`config.mk`:
```
export PLATFORM = sky130hd
export DESIGN_NAME = gain_stepper
export DESIGN_NICKNAME = d
export VERILOG_FILES = /design/src/rtl/gain_stepper.sv
export SDC_FILE = /design/constraint.sdc
export NUM_CORES = 1
export LEC_CHECK = 0
export BUFFER_PORTS_ARGS = -buffer_cell sky130_fd_sc_hd__buf_2
export CAP_MARGIN = 15
export CORE_MARGIN = 4
export CORE_UTILIZATION = 55
export DETAILED_ROUTE_END_ITERATION = 10
export GPL_ROUTABILITY_DRIVEN = 0
export PLACE_DENSITY = 0.77
export SKIP_CTS_REPAIR_TIMING = 1
export SYNTH_ARGS = -nofsm -noshare
export SYNTH_HDL_FRONTEND = slang
export SYNTH_SLANG_ARGS = --single-unit
```
`constraint.sdc`:
```
create_clock -name Clk -period 2.1 [get_ports Clk]
set_clock_uncertainty 0.05 [all_clocks]
set_input_delay 0 -clock Clk [delete_from_list [all_inputs] [get_ports Clk]]
set_output_delay 0 -clock Clk [all_outputs]
set_load 0.1 [all_outputs]
```
`src/rtl/gain_stepper.sv`:
```
// Button-stepped power-of-two gain stage: synchronised, debounced level stepping
// plus a one-cycle saturating datapath with a clip flag for the panel LED.
module gain_stepper #(
  parameter int WIDTH    = 16,
  parameter int LEVELS   = 4,
  parameter int DEBOUNCE = 4,
  localparam int LVL_W   = (LEVELS > 1) ? $clog2(LEVELS) : 1
) (
  input  logic             Clk,
  input  logic             Reset,
  input  logic             Button,
  input  logic             In_valid,
  input  logic [WIDTH-1:0] Data_in,
  output logic             Out_valid,
  output logic [WIDTH-1:0] Data_out,
  output logic             Clip,
  output logic [LVL_W-1:0] volume_level
);

  localparam int PW = WIDTH + LEVELS - 1;
  localparam logic [15:0]      CNT_LAST = 16'(DEBOUNCE - 1);
  localparam logic [LVL_W-1:0] LVL_LAST = LVL_W'(LEVELS - 1);
  localparam logic [WIDTH-1:0] SAT_MAX  = {1'b0, {(WIDTH-1){1'b1}}};
  localparam logic [WIDTH-1:0] SAT_MIN  = {1'b1, {(WIDTH-1){1'b0}}};

  typedef enum logic [1:0] {
    ST_IDLE    = 2'd0,
    ST_PRESS   = 2'd1,
    ST_HELD    = 2'd2,
    ST_RELEASE = 2'd3
  } btn_state_e;

  // Button FSM state, kept as a named enum so checkers can bind to it.
  btn_state_e       btn_state;
  btn_state_e       btn_state_nxt;
  logic [15:0]      cnt;
  logic [15:0]      cnt_nxt;
  logic [LVL_W-1:0] level_nxt;
  logic             press_accept;
  logic             sync_q1;
  logic             sync_q2;
  logic             s;

  always_ff @(posedge Clk) begin
    if (Reset) begin
      sync_q1 <= 1'b0;
      sync_q2 <= 1'b0;
    end else begin
      sync_q1 <= Button;
      sync_q2 <= sync_q1;
    end
  end

  assign s = sync_q2;

  always_ff @(posedge Clk) begin
    if (Reset) begin
      btn_state    <= ST_IDLE;
      cnt          <= '0;
      volume_level <= '0;
    end else begin
      btn_state    <= btn_state_nxt;
      cnt          <= cnt_nxt;
      volume_level <= level_nxt;
    end
  end

  always_comb begin
    btn_state_nxt = btn_state;
    cnt_nxt       = cnt;
    case (btn_state)
      ST_IDLE: begin
        cnt_nxt = '0;
        if (s) begin
          cnt_nxt       = 16'd1;
          btn_state_nxt = ST_PRESS;
        end
      end
      ST_PRESS: begin
        if (!s) begin
          cnt_nxt       = '0;
          btn_state_nxt = ST_IDLE;
        end else if (cnt == CNT_LAST) begin
          cnt_nxt       = '0;
          btn_state_nxt = ST_HELD;
        end else begin
          cnt_nxt = cnt + 16'd1;
        end
      end
      ST_HELD: begin
        if (!s) begin
          cnt_nxt       = 16'd1;
          btn_state_nxt = ST_RELEASE;
        end
      end
      ST_RELEASE: begin
        if (s) begin
          cnt_nxt       = '0;
          btn_state_nxt = ST_HELD;
        end else if (cnt == CNT_LAST) begin
          cnt_nxt       = '0;
          btn_state_nxt = ST_IDLE;
        end else begin
          cnt_nxt = cnt + 16'd1;
        end
      end
      default: begin
        cnt_nxt       = '0;
        btn_state_nxt = ST_IDLE;
      end
    endcase
  end

  // The level steps only on the PRESS->HELD transition, so holding never repeats.
  always_comb begin
    press_accept = (btn_state == ST_PRESS) && s && (cnt == CNT_LAST);
    level_nxt    = volume_level;
    if (press_accept) begin
      level_nxt = (volume_level == LVL_LAST) ? '0 : volume_level + LVL_W'(1);
    end
  end

  // Valid semantics: In_valid marks a sample to take this edge (no back-pressure);
  // Out_valid is high for exactly the one cycle after, with Data_out/Clip for it.
  logic signed [PW-1:0] din_ext;
  logic signed [PW-1:0] prod;
  logic [LEVELS-1:0]    prod_hi;
  logic                 ovf;

  assign din_ext = {{(LEVELS-1){Data_in[WIDTH-1]}}, Data_in};
  assign prod    = din_ext <<< volume_level;
  assign prod_hi = prod[PW-1:WIDTH-1];
  // In range only when every bit above the result's sign bit copies it.
  assign ovf     = !((&prod_hi) || !(|prod_hi));

  always_ff @(posedge Clk) begin
    if (Reset) begin
      Out_valid <= 1'b0;
      Data_out  <= '0;
      Clip      <= 1'b0;
    end else if (In_valid) begin
      Out_valid <= 1'b1;
      Clip      <= ovf;
      if (ovf) begin
        Data_out <= prod_hi[LEVELS-1] ? SAT_MIN : SAT_MAX;
      end else begin
        Data_out <= prod[WIDTH-1:0];
      end
    end else begin
      Out_valid <= 1'b0;
      Clip      <= 1'b0;
    end
  end

endmodule

```
# [After elaboration in Yosys (flattened, before gate mapping)]
# Cells that the tools add are included.
[totals] ff_bits=40 wordCells=48
[classes] shift=1 eq_ne=9 add_sub_neg=2 muxes=17 n_bitwise=1 reduce_logical=10
[op_table] cell="$mux 16" n=6
[op_table] cell="$pmux 16 s4" n=1
[op_table] cell="$sshl 16x2->19" n=1
[op_table] cell="$add 16x1->16 const B" n=1
[op_table] cell="$eq 16x2->1 const B" n=1
[op_table] cell="$mux 2" n=7
[op_table] cell="$pmux 2 s4" n=1
[op_table] cell="$reduce_and 4->1" n=2
[op_table] cell="$eq 2x2->1 const B" n=3
[op_table] cell="$ne 3x3->1 const B" n=2
[op_table] cell="$ne 2x2->1 const B" n=2
[op_table] cell="$reduce_or 4->1" n=1
[op_table] cell="$add 2x1->2 const B" n=1
[op_table] cell="$eq 2x1->1 const B" n=1
[op_table] cell="$logic_and 1x1->1" n=2
[op_table] cell="$logic_not 1->1" n=2
[op_table] cell="$logic_not 2->1" n=1
[op_table] cell="$mux 1" n=2
[op_table] cell="$reduce_or 2->1" n=1
[op_table] cell="$logic_or 1x1->1" n=1
[op_table] cell="$not 1->1" n=1

# [Longest topological paths before layout]
# Gate-level depths: netlist of the first run.
[logic_depth] ltp_word=5 depth_mapped=7 depth_no_buf=6

# [Worst setup path after synthesis of the first run]
# OpenSTA, ideal clock, no wires.
[synth_timing] path_type="register -> register" from="reg volume_level[1]" to="reg Data_out[2]" path_slack_ps=-190 synth_period_minus_slack_ps=2290 stages_incl_launch_ff=7 arrival_ps=2134 path_cell_list="dfxtp_1 buf_4 nand2_1 nand3_1 o21ai_1 or4b_1 o311ai_0"
[synth_via] elab_chain_len=5 elab_cells_between_ends=7
[synth_rtl] item="start, declared" line_no="17" rtl="output logic [LVL_W-1:0] volume_level"
[synth_rtl] item="start signal, assigned" line_no="64" rtl="volume_level <= level_nxt;"
[synth_rtl] item="$sshl 16x2->19 *" line_no="131" rtl="assign prod = din_ext <<< volume_level;"
[synth_rtl] item="$reduce_or 4->1" line_no="134" rtl="assign ovf = !((&prod_hi) || !(|prod_hi));"
[synth_rtl] item="$logic_not 1->1" line_no="134"
[synth_rtl] item="$logic_or 1x1->1" line_no="134"
[synth_rtl] item="$mux 16 *" line_no="144" rtl="if (ovf) begin"
[synth_rtl] item="end signal, assigned" line_no="145" rtl="Data_out <= prod_hi[LEVELS-1] ? SAT_MIN : SAT_MAX;"
[synth_rtl] item="end signal, assigned" line_no="147" rtl="Data_out <= prod[WIDTH-1:0];"
[synth_rtl] item="end, declared" line_no="15" rtl="output logic [WIDTH-1:0] Data_out,"
# Mark *: on every way between the ends. The rest lies on a longest branch, timed or not.
# A chain may end at the register's enable or synchronous reset.

# [Worst setup path after layout of the first run]
[layout_timing] from="reg cnt[0]" to="reg cnt[2]"
[layout_via] elab_chain_len=4 elab_cells_between_ends=6
[layout_rtl] item="start, declared" line_no="36" rtl="logic [15:0] cnt;"
[layout_rtl] item="start signal, assigned" line_no="63" rtl="cnt <= cnt_nxt;"
[layout_rtl] item="$add 16x1->16 or $eq 16x2->1 (tied branches)"
[layout_rtl] item="$mux 16 *" line_no="83, 100"
[layout_rtl] item="$mux 16 (on tied branches)" line_no="97, 80"
[layout_rtl] item="$pmux 16 s4 *" line_no="71" rtl="case (btn_state)"
# Marked as above.

==> flow_summary.toml, run 1 <==
[worst_hold_path]
hp-class = "input pin to register"
holdPathEnd = "Data_out[15]"
hp-start = "Data_in[15]"
holdPathStages = 3

[synth]
ys_warn_count = 0
yosysMostFrequentCell = "dfxtp_1"
synth_top_cell_by_area = "dfxtp_1"
ys_seq_area_share_pct = 36.91
synth_edf_count = 0
netlist.area_leader.share_pct = 36.91
syn-num-nets = 256
synth-seq-cells = 40
syn_area_um2 = 2170
synth_common_cells = "dfxtp_1 (40), nor2_1 (33), a21oi_1 (22)"
synth_top_flop_cell = "dfxtp_1"
synthCells = 234
yosysUniqueCellTypes = 49
syn_area_per_cell_um2 = 9.272
yosys-top-cells-area = "dfxtp_1 (37%), mux4_2 (11%), nor2_1 (5.7%)"
async_reset_ff_share_pct = 0

[detailed_routing]
drt_iter0_markers = 141
avgRoutedWirePerCell_um = 14.27
postRouteAntennaNets = 0
via_per_inst = 5.807
dr.pass1.iters = 5
vias = 1899
routed_wl_um = 4666
drc = 0

[outcome]
outcome = "completed"

[global_route]
grt.overflow.total = 0
grt_max_degree = 31
grt_pass1_vias = 1707
grt_use_total_pct = 19.27
grt_pass1_wl_um = 7990
antenna_found_initial = 0

[critical_path]
cp_slowest_cell = "dfxtp_1"
slowest_delay_ns = 0.34
r2r_start = "cnt[0]"
r2r_cells = 6
path_cells = "ha_1, nor4b_2, and4_2, nor3_4, or2b_1, a31oi_1"
cp-start-kind = "register"
worst_ep_arrival_time_ns = 2.00
cp-end-kind = "register"
critPathBufInv = 0
setup.worst_path.start = "cnt[0]"
cp_data_required_time_ns = 2.26
r2r_slack_ns = 0.26
cp_max_fo = 7
critical-path-top-delay-family = "simple AND/OR/NAND/NOR gates"
worst-setup-path-type = "register to register"
reg2reg_to = "cnt[2]"

[clock_network]
clockBufferDepth = 2
clk_pin_slew_ns = 0.07
clock_latency_ns = 0.29
htree_num_levels = 2
cts-root-buf = "clkbuf_8"
cts_tree = "built"
cts.sinks = 40
numCtsBuffers = 5

[finish]
finish.utilization_pct = 67.25
final_cells = 327
area_delta_synth_final_pct = 16.03
n_fill_cell = 342
final_layout_size_suffix_gt1_share_pct = 29.75
num-nets-final = 300
n_antenna_cell = 0

[timing]
rsz0062_at_grt = "no"
final_max_slew_viol_count = 0
hold_violations = 0
worstMarginPinSlew_ns = 0.5839
hold_slack_ns = 0.005257
setup_viol = 0
slew-limit-headroom_pct = 61.07
fin_crit_ns = 1.839
final.period_utilization_pct = 87.55
fin_tns_setup_ns = 0
fmax_mhz = 543.9

[place]
place_inst = 318
dp.final_hpwl_um = 3439
io_buffers = 39

[power]
swShare_pct = 30.98
total_power_mw = 1.612
comb_power_share_pct = 18.4
p_int_mw = 1.113
p_seq_share_pct = 49.4
ir_worst_vdd_uv = 426.2
powerDensity_nw_per_um2 = 640.5
pwr-share-clk_pct = 32.2
p_leak_nw = 1.011
p_sw_mw = 0.4995

[floorplanning]
coreArea_um2 = 3744
start_util_pct = 57.95
dieArea_um2 = 5013
io_pins = 40
num_rows = 22
die_h_um = 70.81
die_w_um = 70.81

[run]
drv_cap = 0
## worst max path at each step
| stage | to | cells past startpoint |
|---|---|---|
| 4_1_cts | cnt[9] | 7 |
| 2_1_floorplan | Data_out[2] | 6 |
| 6_report | cnt[2] | 6 |
| 3_3_place_gp | cnt[6] | 7 |
| 5_1_grt | cnt[6] | 7 |
| 3_5_place_dp | cnt[9] | 7 |
## worst register-to-register path: stages, from the launching register on
cell	delay, ns
dfxtp_1	0.34
ha_1	0.21
nor4b_2	0.16
and4_2	0.26
nor3_4	0.34
or2b_1	0.26
a31oi_1	0.16
## metal layers
metal / vias to the layer above / GRT usage [%] / wire length, µm / share of wire, %
li1: 946 / - / - / -
met1: 895 / 28.39 / 2180 / 47
met2: 50 / 28.84 / 2156 / 46
met3: 8 / 4.119 / 266 / 5.7
met4: 0 / 4.802 / 63 / 1.4
met5: - / 0 / 0 / 0
## layout make-up
type / instances / area, µm² / share of cell area, %
Timing Repair Buffer: 50 / 280.3 / 11.13
Tap cell: 48 / 60.06 / 2.386
Multi-Input combinational cell: 179 / 1274 / 50.60
Clock buffer: 6 / 82.58 / 3.280
Clock inverter: 2 / 10.01 / 0.3976
Sequential cell: 40 / 803.3 / 31.91
Inverter: 2 / 7.507 / 0.2982
## cells in the final DEF, fill, tap and decap left out, types with 2 or more instances in the layout
cell type / synthesis / layout
nand4_1: 3 / 3
nand2_1: 17 / 17
nand3b_1: 2 / 2
ha_1: 2 / 2
o22ai_1: 2 / 2
and3_1: 2 / 2
a21o_1: 2 / 2
mux2i_1: 6 / 6
xor2_1: 6 / 6
clkbuf_8: 3 / 6
o21ai_0: 4 / 4
nor2_1: 33 / 33
mux4_2: 11 / 11
clkinv_2: 0 / 2
a31oi_1: 2 / 2
nand3_1: 9 / 9
o21ai_1: 2 / 2
nand2b_1: 3 / 3
nor2b_1: 5 / 5
and3b_1: 2 / 2
a21oi_1: 22 / 22
inv_1: 2 / 2
buf_2: 3 / 39
buf_4: 3 / 10
dfxtp_1: 40 / 38
nor3_2: 3 / 2
nor4_4: 2 / 2
nor3_1: 18 / 18
dfxtp_2: 0 / 2
## power by group through the flow
| stage | registers, mW | clock network (mW) | logic, mW |
|---|---|---|---|
| floorplan | 0.976 | 0 | 0.0725 |
| global placement | 0.813 | 0 | 0.292 |
| detailed placement | 0.814 | 0 | 0.296 |
| CTS | 0.796 | 0.538 | 0.296 |
| global route | 0.801 | 0.564 | 0.314 |
| finish | 0.796 | 0.519 | 0.297 |
## metrics by stage
step	area, µm²	setup WS (ns)
final	2517	0.2615
after global routing	2517	0.1122
after CTS	2501	0.1221
after detailed placement	2409	0.1334
after global placement	2409	0.2028
after floorplan	2172	0.1911
## flip-flops by register name, summed over array words and instances, names as in the netlist, named ones only
name,flops
Clip,1
sync_q1,1
btn_state,1
volume_level,2
Out_valid,1
Data_out,16
cnt,16
s,1
## kinds of logic (layout without fill, tap and decap cells)
kind of cell / after synthesis / count (layout) / share of synthesized area, %
AND/OR/NAND/NOR: 111 / 111 / 28.95
flip-flops: 40 / 40 / 36.91
XOR/XNOR: 7 / 7 / 2.826
adder cells (fa/ha/maj): 2 / 2 / 1.153
AO/OA/AOI/OAI: 42 / 42 / 11.30
multiplexers: 17 / 17 / 14.19
buffers and inverters: 15 / 60 / 4.671
(Power assumes the default switching activity.)
==> inputs of run 2 (changes only) <==
ABC_AREA = 1   (was not set)
CORE_UTILIZATION = 56   (was 55)
PLACE_DENSITY = 0.78   (was 0.77)
==> flow_summary.toml, run 2 <==
[outcome]
outcome = "completed"

[synth]
syn_area_per_cell_um2 = 6.708
synthSimpleGateAreaFrac_pct = 36.75
synth_top_cell_by_area = "dfxtp_1"
synth-seq-cells = 40
yosysMostFrequentCell = "nand2_1"
synth_top_flop_cell = "dfxtp_1"
ys_seq_area_share_pct = 35.32
synth_edf_count = 0
synthAdderAreaFrac_pct = 1.104
synth_common_cells = "nand2_1 (98), dfxtp_1 (40), nand3_1 (33)"
async_reset_ff_share_pct = 0
synthCells = 338
syn-num-nets = 360
yosysUniqueCellTypes = 33
synth_top_family_by_area = "simple AND/OR/NAND/NOR gates"
synth-compound-area-share_pct = 16.67
synth_xor_area_share_pct = 1.159
netlist.area_leader.share_pct = 35.32
muxShareOfSynthArea_pct = 0
syn_area_um2 = 2267
yosys-top-cells-area = "dfxtp_1 (35%), nand2_1 (16%), nand3_1 (7.3%)"
ys_warn_count = 0

[finish]
final_common_cell = "nand2_1"
n_antenna_cell = 0
finish.utilization_pct = 68.74
regArea_um2 = 800.8
final_layout_size_suffix_gt1_share_pct = 20.11
layout_common_cells = "nand2_1 (98), dfxtp_1 (40), buf_2 (39), nand3_1 (33), o21ai_0 (31)"
n_fill_cell = 353
area_delta_synth_final_pct = 15.18
multiInputGateArea_um2 = 1262
largest_registers = "Data_out (16), cnt (16), volume_level (2)"
num-nets-final = 399
final_cell_area_um2 = 2611

[detailed_routing]
dr.pass1.iters = 4
postRouteAntennaNets = 0
via_per_inst = 5.254
routed_wl_um = 5049
vias = 2238
avgRoutedWirePerCell_um = 11.85
drt_iter0_markers = 172
drc = 0

[global_route]
antenna_found_initial = 0
grt_pass1_wl_um = 8452
grt_max_degree = 19
grt.overflow.total = 0
grt_pass1_vias = 1919
grt_use_total_pct = 20.47

[critical_path]
worst_ep_arrival_time_ns = 1.95
cp-end-kind = "register"
critical-path-top-delay-family = "compound AO/OA/AOI/OAI gates"
crit_top_cell = "a21oi_1"
cp_slowest_cell = "dfxtp_1"
worst-setup-path-type = "register to register"
critPathBufInv = 1
cp-start-kind = "register"
cp_max_fo = 17
cp_data_required_time_ns = 2.28
slowest_delay_ns = 0.55
path_cells = "inv_2, a21oi_1, o21ai_2, nand3_4, nand2_4, a21oi_1"

[timing]
fin_tns_setup_ns = 0
final.period_utilization_pct = 84.19
worstMarginPinSlew_ns = 0.6756
final_max_slew_viol_count = 0
hold_violations = 0
rsz0062_at_grt = "no"
setup_viol = 0
slew-limit-headroom_pct = 54.96
fmax_mhz = 565.6
fin_crit_ns = 1.768

[floorplanning]
start_util_pct = 59.68
coreArea_um2 = 3799
io_pins = 40
num_rows = 22
dieArea_um2 = 5131
die_h_um = 71.63
die_w_um = 71.63

[run]
drv_cap = 0

[place]
dp.final_hpwl_um = 3800
io_buffers = 39
dpl_cell_area_um2 = 2450

[clock_network]
cts-root-buf = "clkbuf_8"
clockBufferDepth = 2
numCtsBuffers = 5
clock_latency_ns = 0.30
htree_num_levels = 2
cts_tree = "built"
cts.sinks = 40
clk_pin_slew_ns = 0.08

[power]
total_power_mw = 1.784
ir_worst_vdd_uv = 647.4
p_leak_nw = 1.182
powerDensity_nw_per_um2 = 683.2

[worst_hold_path]
hp-class = "input pin to register"
run 2: cell types whose count changed in the layout (fill, tap and decap cells not counted), moves of 6 or more:
cell | previous run | this run
nand3_1 | 9 | 33
a21oi_2 | 1 | 10
inv_1 | 2 | 25
mux4_2 | 11 | 0
o21ai_0 | 4 | 31
buf_4 | 10 | 3
mux2i_1 | 6 | 0
nand2_1 | 17 | 98
nor3_1 | 18 | 5
run 2: layout make-up:
| cell class | count | share of cell area, % |
|---|---|---|
| Clock buffer | 6 | 3.162 |
| Clock inverter | 2 | 1.485 |
| Inverter | 29 | 4.169 |
| Multi-Input combinational cell | 255 | 48.35 |
| Sequential cell | 40 | 30.67 |
| Tap cell | 48 | 2.300 |
| Timing Repair Buffer | 46 | 9.871 |
run 2: kinds of logic after synthesis:
kind of cell	Yosys count
fa+ha+maj	2
simple gates	184
flops	40
compound gates	66
xor+xnor	3
buf+inv	43
run 2: worst register-to-register path, stage by stage (launching register included):
cell and delay [ns]:
dfxtp_1 0.55, inv_2 0.21, a21oi_1 0.19, o21ai_2 0.22
nand3_4 0.17, nand2_4 0.15, a21oi_1 0.16
run 2: power by group:
group / switching, mW / internal [mW]
logic: 0.248 / 0.0708
clock network: 0.279 / 0.389
registers: 0.0136 / 0.784
run 2: through the flow:
stage	worst slack [ns]	hold WS [ns]	std cells
after global placement	0.4483	0.1543	414
after detailed placement	0.3695	0.1595	414
after floorplan	0.01407	0.05697	338
after global routing	0.1611	0.07856	426
final	0.3320	0.08042	426
after CTS	0.3490	-0.1642	422
run 2: per-layer routing:
| metal | share of wire (%) | vias to the layer above | GRT usage [%] |
|---|---|---|---|
| met5 | 0 | - | 0 |
| met4 | 1.1 | 0 | 5.637 |
| met3 | 4.9 | 6 | 5.049 |
| met2 | 43 | 49 | 31.02 |
| met1 | 51 | 1002 | 28.93 |
| li1 | - | 1181 | - |
run 2: path summary, 6_finish.rpt:
path,start,to,slack (ns),depth (start not counted)
hold reg to reg,sync_q1,s,0.36,2
setup reg to reg,volume_level[0],Data_out[1],0.33,6
setup / recovery,volume_level[0],Data_out[1],0.33,6
hold / removal,In_valid,Out_valid,0.08,3
==> inputs of run 3 (changes only) <==
ABC_AREA = 0   (was 1)
CORE_UTILIZATION = 55   (was 56)
PLACE_DENSITY = 0.77   (was 0.78)
clock period = 1.7 ns   (was 2.1 ns; I/O delays follow)
==> flow_summary.toml, run 3 (same netlist as run 1, synthesis figures left out) <==
[power]
p_leak_nw = 1.129
powerDensity_nw_per_um2 = 712.6
ir_worst_vdd_uv = 536.0
total_power_mw = 1.951

[critical_path]
path_cells = "ha_4, nor4b_4, and4_4, nor3_4, buf_12, a21o_1, a22o_1"
worst-setup-path-type = "register to register"
cp-end-kind = "register"
critical-path-top-delay-family = "simple AND/OR/NAND/NOR gates"
cp_data_required_time_ns = 1.84
worst_ep_arrival_time_ns = 1.85
cp_slowest_cell = "dfxtp_2"
slowest_delay_ns = 0.36
cp_max_fo = 10
cp-start-kind = "register"
critPathBufInv = 1

[floorplanning]
die_h_um = 70.81
die_w_um = 70.81
num_rows = 22
io_pins = 40
dieArea_um2 = 5013
start_util_pct = 57.95
coreArea_um2 = 3744

[clock_network]
htree_num_levels = 2
clockBufferDepth = 2
cts-root-buf = "clkbuf_8"
cts.sinks = 40
numCtsBuffers = 5
clock_latency_ns = 0.29
clk_pin_slew_ns = 0.07
cts_tree = "built"

[finish]
layout_common_cells = "buf_2 (39), dfxtp_1 (34), nor2_1 (33), buf_4 (29), a21oi_1 (20)"
finish.utilization_pct = 73.13
n_fill_cell = 293
area_delta_synth_final_pct = 26.18
final_cell_area_um2 = 2738
num-nets-final = 322
largest_registers = "Data_out (16), cnt (16), volume_level (2)"
n_antenna_cell = 0
final_cells = 348
final_common_cell = "buf_2"
final_layout_size_suffix_gt1_share_pct = 36.33

[outcome]
outcome = "complete, but fails checks"
violations = "negative hold slack, negative setup slack"

[detailed_routing]
drc = 0
routed_wl_um = 5007
avgRoutedWirePerCell_um = 14.39
vias = 1975
dr.pass1.iters = 4
drt_iter0_markers = 98
postRouteAntennaNets = 0
via_per_inst = 5.675

[place]
dp.final_hpwl_um = 3509
dpl_cell_area_um2 = 2544
io_buffers = 39
place_inst = 335

[global_route]
grt_use_total_pct = 19.31
grt_max_degree = 21
antenna_found_initial = 0
grt_pass1_wl_um = 7797
grt.overflow.total = 0
grt_pass1_vias = 1693

[worst_hold_path]
hp-class = "input pin to register"

[timing]
final_max_slew_viol_count = 0
rsz0062_at_grt = "yes"
fmax_mhz = 582.7
setup_viol = 1
hold_violations = 1
final.period_utilization_pct = 100.9
slew-limit-headroom_pct = 61.26
worstMarginPinSlew_ns = 0.5810
hold_slack_ns = -0.005334
fin_crit_ns = 1.716
setup_slack_ns = -0.01615

[run]
drv_cap = 0
==> run 3: cell type report <==
cell class	instances	area, µm²	share of cell area, %
Multi-Input combinational cell	179	1316	48.08
Sequential cell	40	813.3	29.71
Timing Repair Buffer	72	462.9	16.91
Clock buffer	6	72.57	2.651
Tap cell	48	60.06	2.194
Inverter	2	7.507	0.2742
Clock inverter	1	5.005	0.1828
==> run 3: worst reg2reg max path, delay by kind of cell (launching register included) <==
family | cells | cell delay, ns
AND/OR/NAND/NOR | 3 | 0.55
buffers and inverters | 1 | 0.14
adder cells (fa/ha/maj) | 1 | 0.14
flip-flops | 1 | 0.36
AO/OA/AOI/OAI | 2 | 0.38
==> run 3: worst paths after layout <==
kind	cells past startpoint	start	to	slack (ns)
setup reg to reg	7	cnt[1]	cnt[4]	-0.02
hold / removal	3	Data_in[15]	Data_out[15]	-0.005
setup / recovery	7	cnt[1]	cnt[4]	-0.02
hold reg to reg	1	sync_q1	s	0.40
==> run 3: routing by layer <==
layer / track usage (%) / wire length (µm)
met5: 0 / 0
met4: 6.263 / 80
met2: 29.15 / 2316
met3: 4.119 / 319
met1: 27.58 / 2291
==> run 3: power breakdown <==
part	switching, mW	leakage, nW	internal (mW)
clock network	0.315	0.0410	0.279
logic	0.286	0.758	0.0895
registers	0.0162	0.331	0.965
==> run 3: metrics by stage <==
step	setup WS (ns)	TNS, ns
after floorplan	-0.02068	-0.02068
after global placement	-0.01818	-0.01818
after detailed placement	-0.1179	-0.5179
after CTS	-0.1367	-0.8075
after global routing	-0.1032	-0.2711
final	-0.01615	-0.01615
